[src/rtl/alu_branch_unit_if.sv]
`default_nettype none
// +----------------------------------------------------------------------+
// | alu_branch_unit_if : operand/branch inputs and result outputs of the  |
// | ALU + branch unit. Revision: 1.0                                      |
// +----------------------------------------------------------------------+
interface alu_branch_unit_if #(
    parameter int XLEN = 32
);
    logic [2:0]      aluop;
    logic [5:0]      funct;
    logic [XLEN-1:0] in1;
    logic [XLEN-1:0] in2;
    logic [4:0]      shamt;
    logic [XLEN-1:0] pc_in;
    logic [XLEN-1:0] branch_address;
    logic [1:0]      branch_control;
    logic [XLEN-1:0] alu_out;
    logic [2:0]      flag;
    logic            carry_q;
    logic [XLEN-1:0] pc_next;
    logic [XLEN-1:0] pc_plus;
    logic            taken;

    modport master (
        output aluop, funct, in1, in2, shamt, pc_in, branch_address, branch_control,
        input  alu_out, flag, carry_q, pc_next, pc_plus, taken
    );

    modport slave (
        input  aluop, funct, in1, in2, shamt, pc_in, branch_address, branch_control,
        output alu_out, flag, carry_q, pc_next, pc_plus, taken
    );
endinterface
`default_nettype wire

[src/rtl/alu_branch_unit.sv]
`default_nettype none
// +----------------------------------------------------------------------+
// | alu_branch_unit : combinational ALU with registered carry and branch  |
// | resolution. Optional macro ALU_DIFF_OP_EN enables the diff op.        |
// | Revision: 1.0                                                         |
// +----------------------------------------------------------------------+
module alu_branch_unit #(
    parameter int XLEN = 32
) (
    input  wire logic          clk,
    input  wire logic          rst_n,
    alu_branch_unit_if.slave   bus
);
    localparam logic [3:0] OP_ADD   = 4'h0;
    localparam logic [3:0] OP_COMP  = 4'h1;
    localparam logic [3:0] OP_AND   = 4'h2;
    localparam logic [3:0] OP_XOR   = 4'h3;
    localparam logic [3:0] OP_SHLL  = 4'h4;
    localparam logic [3:0] OP_SHRL  = 4'h5;
    localparam logic [3:0] OP_SHLLV = 4'h6;
    localparam logic [3:0] OP_SHRLV = 4'h7;
    localparam logic [3:0] OP_SHRA  = 4'h8;
    localparam logic [3:0] OP_SHRAV = 4'h9;
    localparam logic [3:0] OP_DIFF  = 4'hA;
    localparam logic [3:0] OP_F     = 4'hF;

    logic [3:0]      ctrl;
    logic [XLEN:0]   sum_ext;
    logic [XLEN:0]   comp_ext;
    logic [XLEN-1:0] diff_vec;
    logic [5:0]      diff_idx;
    logic [XLEN-1:0] result;
    logic            carry;
    logic            carry_d;
    logic            carry_q;

    always_comb begin
        ctrl = OP_F;
        case (bus.aluop)
            3'b000: begin
                case (bus.funct)
                    6'h00: ctrl = OP_ADD;
                    6'h01: ctrl = OP_COMP;
                    6'h02: ctrl = OP_AND;
                    6'h03: ctrl = OP_XOR;
                    6'h04: ctrl = OP_SHLL;
                    6'h05: ctrl = OP_SHRL;
                    6'h06: ctrl = OP_SHLLV;
                    6'h07: ctrl = OP_SHRLV;
                    6'h08: ctrl = OP_SHRA;
                    6'h09: ctrl = OP_SHRAV;
`ifdef ALU_DIFF_OP_EN
                    6'h0A: ctrl = OP_DIFF;
`else
                    6'h0A: ctrl = OP_F;
`endif
                    default: ctrl = OP_F;
                endcase
            end
            3'b001:  ctrl = OP_ADD;
            3'b010:  ctrl = OP_COMP;
            default: ctrl = OP_F;
        endcase
    end

    assign sum_ext  = {1'b0, bus.in1} + {1'b0, bus.in2};
    assign comp_ext = {1'b0, ~bus.in2} + {{XLEN{1'b0}}, 1'b1};
    assign diff_vec = bus.in1 ^ bus.in2;

    // Scan from the MSB down so the last hit is the least-significant differing bit.
    always_comb begin
        diff_idx = 6'd32;
        for (int i = XLEN - 1; i >= 0; i--) begin
            if (diff_vec[i]) begin
                diff_idx = 6'(i);
            end
        end
    end

    always_comb begin
        result = '0;
        carry  = 1'b0;
        case (ctrl)
            OP_ADD:   begin result = sum_ext[XLEN-1:0];  carry = sum_ext[XLEN];  end
            OP_COMP:  begin result = comp_ext[XLEN-1:0]; carry = comp_ext[XLEN]; end
            OP_AND:   result = bus.in1 & bus.in2;
            OP_XOR:   result = bus.in1 ^ bus.in2;
            OP_SHLL:  result = bus.in1 << bus.shamt;
            OP_SHRL:  result = bus.in1 >> bus.shamt;
            OP_SHLLV: result = bus.in1 << bus.in2[4:0];
            OP_SHRLV: result = bus.in1 >> bus.in2[4:0];
            OP_SHRA:  result = $signed(bus.in1) >>> bus.shamt;
            OP_SHRAV: result = $signed(bus.in1) >>> bus.in2[4:0];
            OP_DIFF:  result = {{(XLEN-6){1'b0}}, diff_idx};
            default:  result = '0;
        endcase
    end

    assign bus.alu_out = result;
    assign bus.flag    = {carry, (result == '0), result[XLEN-1]};

    assign carry_d = ((ctrl == OP_ADD) || (ctrl == OP_COMP)) ? carry : carry_q;

    always_ff @(posedge clk or negedge rst_n) begin
        if (!rst_n) begin
            carry_q <= 1'b0;
        end else begin
            carry_q <= carry_d;
        end
    end

    assign bus.carry_q = carry_q;

    logic [XLEN-1:0] pc_plus_raw;
    logic [XLEN-1:0] target;
    logic [XLEN-1:0] dest;
    logic            take;

    assign pc_plus_raw = bus.pc_in + XLEN'(4);
    assign target      = pc_plus_raw + (bus.branch_address << 2);

    // Conditional branches see carry_q from before the edge, not this cycle's ALU carry.
    always_comb begin
        take = 1'b0;
        dest = target;
        case (bus.branch_control)
            2'b01: begin
                case (bus.funct[4:0])
                    5'h00:   take = 1'b1;
                    5'h01:   begin take = 1'b1; dest = bus.in1; end
                    5'h02:   take = 1'b1;
                    default: take = 1'b0;
                endcase
            end
            2'b10: begin
                case (bus.funct[4:0])
                    5'h00:   take = bus.in1[XLEN-1];
                    5'h01:   take = (bus.in1 == '0);
                    5'h02:   take = (bus.in1 != '0);
                    5'h03:   take = carry_q;
                    5'h04:   take = !carry_q;
                    default: take = 1'b0;
                endcase
            end
            default: take = 1'b0;
        endcase
    end

    assign bus.pc_plus = rst_n ? pc_plus_raw : '0;
    assign bus.taken   = rst_n & take;
    assign bus.pc_next = !rst_n ? '0 : (take ? dest : pc_plus_raw);
endmodule
`default_nettype wire

[src/flat_wrapper.sv]
// flat-port wrapper written by rule: the top's interface ports become plain ports
module alu_branch_unit_flat 
#(
    parameter int XLEN = 32
)
  (clk, rst_n, bus_aluop, bus_funct, bus_in1, bus_in2, bus_shamt, bus_pc_in, bus_branch_address, bus_branch_control, bus_alu_out, bus_flag, bus_carry_q, bus_pc_next, bus_pc_plus, bus_taken);
  alu_branch_unit_if #(.XLEN(XLEN)) bus_i ();
  input  wire logic clk;
  input  wire logic rst_n;
  input wire logic [$bits(bus_i.aluop)-1:0] bus_aluop;
  input wire logic [$bits(bus_i.funct)-1:0] bus_funct;
  input wire logic [$bits(bus_i.in1)-1:0] bus_in1;
  input wire logic [$bits(bus_i.in2)-1:0] bus_in2;
  input wire logic [$bits(bus_i.shamt)-1:0] bus_shamt;
  input wire logic [$bits(bus_i.pc_in)-1:0] bus_pc_in;
  input wire logic [$bits(bus_i.branch_address)-1:0] bus_branch_address;
  input wire logic [$bits(bus_i.branch_control)-1:0] bus_branch_control;
  output wire logic [$bits(bus_i.alu_out)-1:0] bus_alu_out;
  output wire logic [$bits(bus_i.flag)-1:0] bus_flag;
  output wire logic [$bits(bus_i.carry_q)-1:0] bus_carry_q;
  output wire logic [$bits(bus_i.pc_next)-1:0] bus_pc_next;
  output wire logic [$bits(bus_i.pc_plus)-1:0] bus_pc_plus;
  output wire logic [$bits(bus_i.taken)-1:0] bus_taken;
  assign bus_i.aluop = bus_aluop;
  assign bus_i.funct = bus_funct;
  assign bus_i.in1 = bus_in1;
  assign bus_i.in2 = bus_in2;
  assign bus_i.shamt = bus_shamt;
  assign bus_i.pc_in = bus_pc_in;
  assign bus_i.branch_address = bus_branch_address;
  assign bus_i.branch_control = bus_branch_control;
  assign bus_alu_out = bus_i.alu_out;
  assign bus_flag = bus_i.flag;
  assign bus_carry_q = bus_i.carry_q;
  assign bus_pc_next = bus_i.pc_next;
  assign bus_pc_plus = bus_i.pc_plus;
  assign bus_taken = bus_i.taken;
  alu_branch_unit #(.XLEN(XLEN)) u_core (.clk(clk), .rst_n(rst_n), .bus(bus_i));
endmodule
[config.mk]
export PLATFORM = sky130hd
export DESIGN_NAME = alu_branch_unit_flat
export DESIGN_NICKNAME = d
export VERILOG_FILES = /design/src/rtl/alu_branch_unit_if.sv /design/src/rtl/alu_branch_unit.sv /design/src/flat_wrapper.sv
export SDC_FILE = /design/constraint.sdc
export NUM_CORES = 1
export LEC_CHECK = 0
export CAP_MARGIN = 0
export CORE_MARGIN = 2
export CORE_UTILIZATION = 50
export DETAILED_ROUTE_END_ITERATION = 6
export HOLD_SLACK_MARGIN = 0.02
export PLACE_DENSITY = 0.8
export REMOVE_ABC_BUFFERS = 1
export SYNTH_ARGS = -nofsm -noshare
export SYNTH_HDL_FRONTEND = slang
export SYNTH_SLANG_ARGS = --single-unit
[constraint.sdc]
create_clock -name clk -period 9.7 [get_ports clk]
set_input_delay 2.91 -clock clk [delete_from_list [all_inputs] [get_ports clk]]
set_output_delay 2.91 -clock clk [all_outputs]
set_load 0.02 [all_outputs]
==> metrics.md, run 1 <==
| Metric | Value |
|---|---|
| Initial Utilization | `0.508` |
| Number of warnings issued by yosys | `0` |
| Total global routing track utilization | `0.819` |
| Boundary pin count | `247` |
| First error line in the log | `[ERROR GRT-0116] Global routing finished with congestion. Check the congestion regions in the DRC Viewer.` |
| Cells after DPL | `3150` |
| EDFF count, synth | `0` |
| Flip-flop and latch count after synthesis | `1` |
| Dominant synthesized flop cell | `dfrtp_1` |
| Count of cell types in the netlist | `93` |
| Post-synthesis sequential area ratio | `0.00190` |
| Mean Syn Cell Area | `around 6.6 um2` |
| Outcome | `did not finish` |
| Halt Stage | `global routing` |
| Residual overflow from global routing | `between 400 and 500` |
| Width of the die | `166 um` |
| Post-synthesis instance total | `1984` |
| Post-synth top area cell | `mux2i_1` |
| Proportion of synthesized flip-flops having asynchronous set or reset | `1.00` |
| Count of port buffers added during placement | `around 240` |
| Die Span Y | `~170 um` |
| Placed wire-length estimate after detailed placement | `between 60000 and 70000 um` |
| Number of rows created at floorplan | `just under 60` |
| Largest net degree at the start of global routing | `between 40 and 50` |
| Cell area after technology mapping | `approximately 0.013 mm2` |
| Largest cells by area after synthesis | `mux2i_1 16%, nand2_1 6.4%, ha_1 6.2%, nor2_1 5.5%, a21oi_1 4.2%` |
| Routability congestion estimate from global placement | `between 1 and 1.5` |
| Top-area cell type share of the netlist area | `0.164` |
| Most instantiated library cell after synthesis | `nand2_1` |
| Number of global-route vias before repair | `between 20000 and 30000` |
| Global-route wire length before repair | `179000 um` |
| Total of hold buffers inserted after clock tree synthesis | `0` |
| Commonest cells in the synthesized netlist | `225 x nand2_1, 216 x mux2i_1, 191 x nor2_1, 110 x a21oi_1, 104 x clkbuf_1` |
## what timing repair did
item,CTS
gates cloned,1
resized for setup,258
pin swaps,68
setup buffers,39
setup endpoints to repair,57
## logic make-up after synthesis
group / after synthesis / synth area share
simple gates: 762 / 0.288
fa+ha+maj: 67 / 0.0649
mux: 235 / 0.183
buf+inv: 203 / 0.0625
flops: 1 / 0.00190
xor+xnor: 87 / 0.0579
compound gates: 629 / 0.342
## layer usage
metal / overflow / track usage
met5: 0 / 0.423
met4: 133 / 0.839
met3: 10 / 0.718
met2: 262 / 0.964
met1: 3 / 0.789
## metrics by stage
| step | setup TNS, ns | worst slack, ns | utilization | cell area, um2 | hold slack [ns] |
|---|---|---|---|---|---|
| 2_1_floorplan | -5.85 | -1.46 | - | 12500 | 0.633 |
| 3_3_place_gp | -19.78 | -1.27 | 0.814 | 21100 | 0.563 |
| 3_5_place_dp | -28.80 | -1.48 | 0.814 | 21100 | 0.574 |
| 4_1_cts | -0.451 | -0.245 | 0.857 | 22200 | 0.573 |
==> inputs of run 2 (changes only) <==
CORE_UTILIZATION = 35   (was 50)
HOLD_SLACK_MARGIN = not set   (was 0.02)
PLACE_DENSITY = not set   (was 0.8)
PLACE_DENSITY_LB_ADDON = 0.15   (was not set)
clock period = 12.6 ns   (was 9.7 ns; I/O delays follow)
==> metrics.md, run 2 <==
| Metric | Value |
|---|---|
| Outcome | `completed` |
| Critical Path Sink Type | `output pin` |
| Global-route wire length before repair | `123000 um` |
| Number of failing hold endpoints at the final stage | `0` |
| Parity-gate share of the synthesized area counting xor and xnor cells | `0.0579` |
| Largest net degree at the start of global routing | `48` |
| Clock latency on the worst-skew pair | `0 ns` |
| Total global routing track utilization | `0.424` |
| Avg Vias per Cell | `6.50` |
| Post-synthesis share of cell area spent on and, or, nand and nor gates | `0.288` |
| Share of the cycle needed by the critical path after routing | `0.990` |
| Max-cap check violation count | `0` |
| Endpoint with the worst hold slack | `u_core.bus.carry_q$_DFFE_PN0P_` |
| Area enclosed by the die boundary | `between 0.03 and 0.04 mm2` |
| Share of synthesized cell area in full adder, half adder and majority cells | `0.0649` |
| Overall via count from detail_route | `about 19000` |
| Filler-free cell count of the finished design | `2984` |
| Number of rows created at floorplan | `just over 70` |
| Largest cells by area after synthesis | `mux2i_1 16%, nand2_1 6.4%, ha_1 6.2%, nor2_1 5.5%, a21oi_1 4.2%` |
| Top-area cell type share of the netlist area | `0.164` |
| Drt drc | `0` |
| Fraction of synthesized area in multiplexers | `0.183` |
| Compound-cell area share of the yosys netlist | `0.342` |
| Remaining number of nets flagged by the antenna check after routing | `0` |
| Count of cell types in the netlist | `just over 90` |
| Commonest cells after routing, fill and taps aside | `416 x buf_4, 239 x clkdlybuf4s50_1, 225 x nand2_1` |
| Flip-flop and latch count after synthesis | `1` |
| Headroom to the max-slew limit | `0.162` |
| Routability congestion estimate from global placement | `1.11` |
| Fraction of final layout cells with drive strength greater than 1 | `0.202` |
| Cells after DPL | `2978` |
| Cell area after placement | `approximately 0.019 mm2` |
| Most instantiated library cell after synthesis | `nand2_1` |
| Boundary pin count | `~250` |
| Most common library cell in the layout ignoring fill and taps | `buf_4` |
| Worst min path class | `reg -> reg` |
| Critical path startpoint category | `input pin` |
| Critical Path RT | `~9 ns` |
| Crit Reg-Reg Startpoint | `u_core.bus.carry_q$_DFFE_PN0P_` |
| Setup slack after placement | `-0.163 ns` |
| Count of port buffers added during placement | `between 200 and 250` |
| Worst Path Arrival | `approximately 8.7 ns` |
| CP max FO | `3` |
| Post-synth top area cell | `mux2i_1` |
| FMAX | `80.1 MHz` |
| Number of flip-flops in the largest register | `1` |
| Wire length after detailed routing | `86100 um` |
| Worst hold path depth | `1` |
| Commonest cells in the synthesized netlist | `225 x nand2_1, 216 x mux2i_1, 191 x nor2_1, 110 x a21oi_1, 104 x clkbuf_1` |
| Hold path startpoint | `u_core.bus.carry_q$_DFFE_PN0P_` |
| Average routed wire per standard cell | `a little under 30 um` |
| Setup slack on the worst flop-to-flop path | `around 12 ns` |
| Post-synthesis sequential area ratio | `0.00190` |
| Proportion of synthesized flip-flops having asynchronous set or reset | `1.00` |
| Largest registers ranked by flip-flop count | `u_core.bus.carry_q x1` |
| NumNets Final | `2722` |
| Crit Path Class | `in -> out` |
| Main combinational cell family by area after synthesis | `compound AO/OA/AOI/OAI gates` |
| Dominant synthesized flop cell | `dfrtp_1` |
| Starting DRT DRC Count | `around 1900` |
| Mean Syn Cell Area | `about 6.6 um2` |
| Router iterations before antenna repair | `5` |
| Placeable core region | `0.0373 mm2` |
| Post-synthesis instance total | `1984` |
| Worst Tran Pin Value | `roughly 1.2 ns` |
| End-of-flow core utilization | `0.511` |
| Maximum clock skew at final layout | `0 ns` |
| Initial Utilization | `0.353` |
| Largest register by flop count | `u_core.bus.carry_q` |
| Crit path from | `bus_in2[0]` |
| Fillcell total | `3732` |
| Summed area of non-filler cells in the final layout | `~0.019 mm2` |
| Final setup viols | `0` |
| Cell area after technology mapping | `0.0132 mm2` |
| Path depth of the worst reg2reg path | `1` |
| Post-layout minimum cycle time | `between 10 and 15 ns` |
| Endpoint of the most critical register-to-register path | `u_core.bus.carry_q$_DFFE_PN0P_` |
| Die Span Y | `198 um` |
| Number of global-route vias before repair | `18287` |
| Residual overflow from global routing | `0` |
| Width of the die | `around 200 um` |
| Clock transition at the registers of the reported paths | `0 ns` |
| Slew Viols, Final | `0` |
| Number of warnings issued by yosys | `0` |
| Synthesis-to-layout area growth | `44.9%` |
| EDFF count, synth | `0` |
| Placed wire-length estimate after detailed placement | `~73000 um` |
| Least setup slack across all paths after layout | `about 0.12 ns` |
| Number of antenna violations at the first check in global routing | `5` |
==> run 2: cell counts after synthesis <==
No cell type changed its count.
==> run 2: per-stage QoR <==
step | setup TNS [ns] | hold slack [ns]
3_3_place_gp | -0.196 | 0.583
5_1_grt | -0.0141 | 0.627
2_1_floorplan | -0.304 | 0.633
3_5_place_dp | -0.163 | 0.595
6_report | 0 | 0.621
4_1_cts | 0 | 0.603
==> run 2: how the worst max path moves through the flow <==
| stage | endpoint | slack (ns) | depth (start not counted) |
|---|---|---|---|
| 2_1_floorplan | bus_flag[1] | -0.30 | 11 |
| 3_3_place_gp | bus_flag[1] | -0.20 | 17 |
| 3_5_place_dp | bus_flag[1] | -0.16 | 17 |
| 4_1_cts | bus_pc_next[29] | 0.15 | 19 |
| 5_1_grt | bus_pc_next[28] | -0.01 | 20 |
| 6_report | bus_flag[1] | 0.12 | 18 |
==> run 2: repair_timing <==
item                                    4_1_cts  5_1_grt
endpoints found under the setup margin        1        9
setup buffers                                 2        1
pin swaps                                     1        1
hold buffers                                  0        0
gates resized for setup                       8       14
==> run 2: layout make-up <==
cell class / instances / area [um2] / share of cell area
antenna: 3 / 7.51 / 0.000394
inverter: 54 / 203 / 0.0106
multi-input combinational: 1780 / 12400 / 0.652
sequential: 1 / 25.0 / 0.00131
tap: 474 / 593 / 0.0311
timing repair buffer: 672 / 5810 / 0.305
==> run 2: kinds of logic (layout without fill, tap and decap cells) <==
kind of cell / count (synthesis) / after routing
and+or+nand+nor: 762 / 762
buffers and inverters: 203 / 726
AOI/OAI and AO/OA: 629 / 629
adders and majority gates: 67 / 67
muxes: 235 / 235
DFF: 1 / 1
other: 0 / 3
xor gates and xnor gates: 87 / 87
==> run 2: worst max-delay path, cell delays in order <==
cell,delay (ns)
clkdlybuf4s50_1,0.48
ha_1,0.26
fa_1,0.41
a211oi_1,0.28
buf_4,0.16
o21bai_1,0.11
a221oi_1,0.32
buf_4,0.18
o211ai_1,0.19
a2111o_1,0.45
a31oi_2,0.25
mux2i_1,0.16
a221o_1,0.40
or3b_2,0.47
nor4_1,0.21
nand4_1,0.14
nor2_1,0.14
clkdlybuf4s15_1,0.31
==> run 2: routing by layer <==
layer | global-route usage | vias to the layer above | wire [um]
met4 | 0.260 | 8 | 6280
met5 | 0 | - | 74
li1 | - | 8682 | -
met2 | 0.660 | 1227 | 36700
met3 | 0.0753 | 265 | 8200
met1 | 0.543 | 9213 | 34800
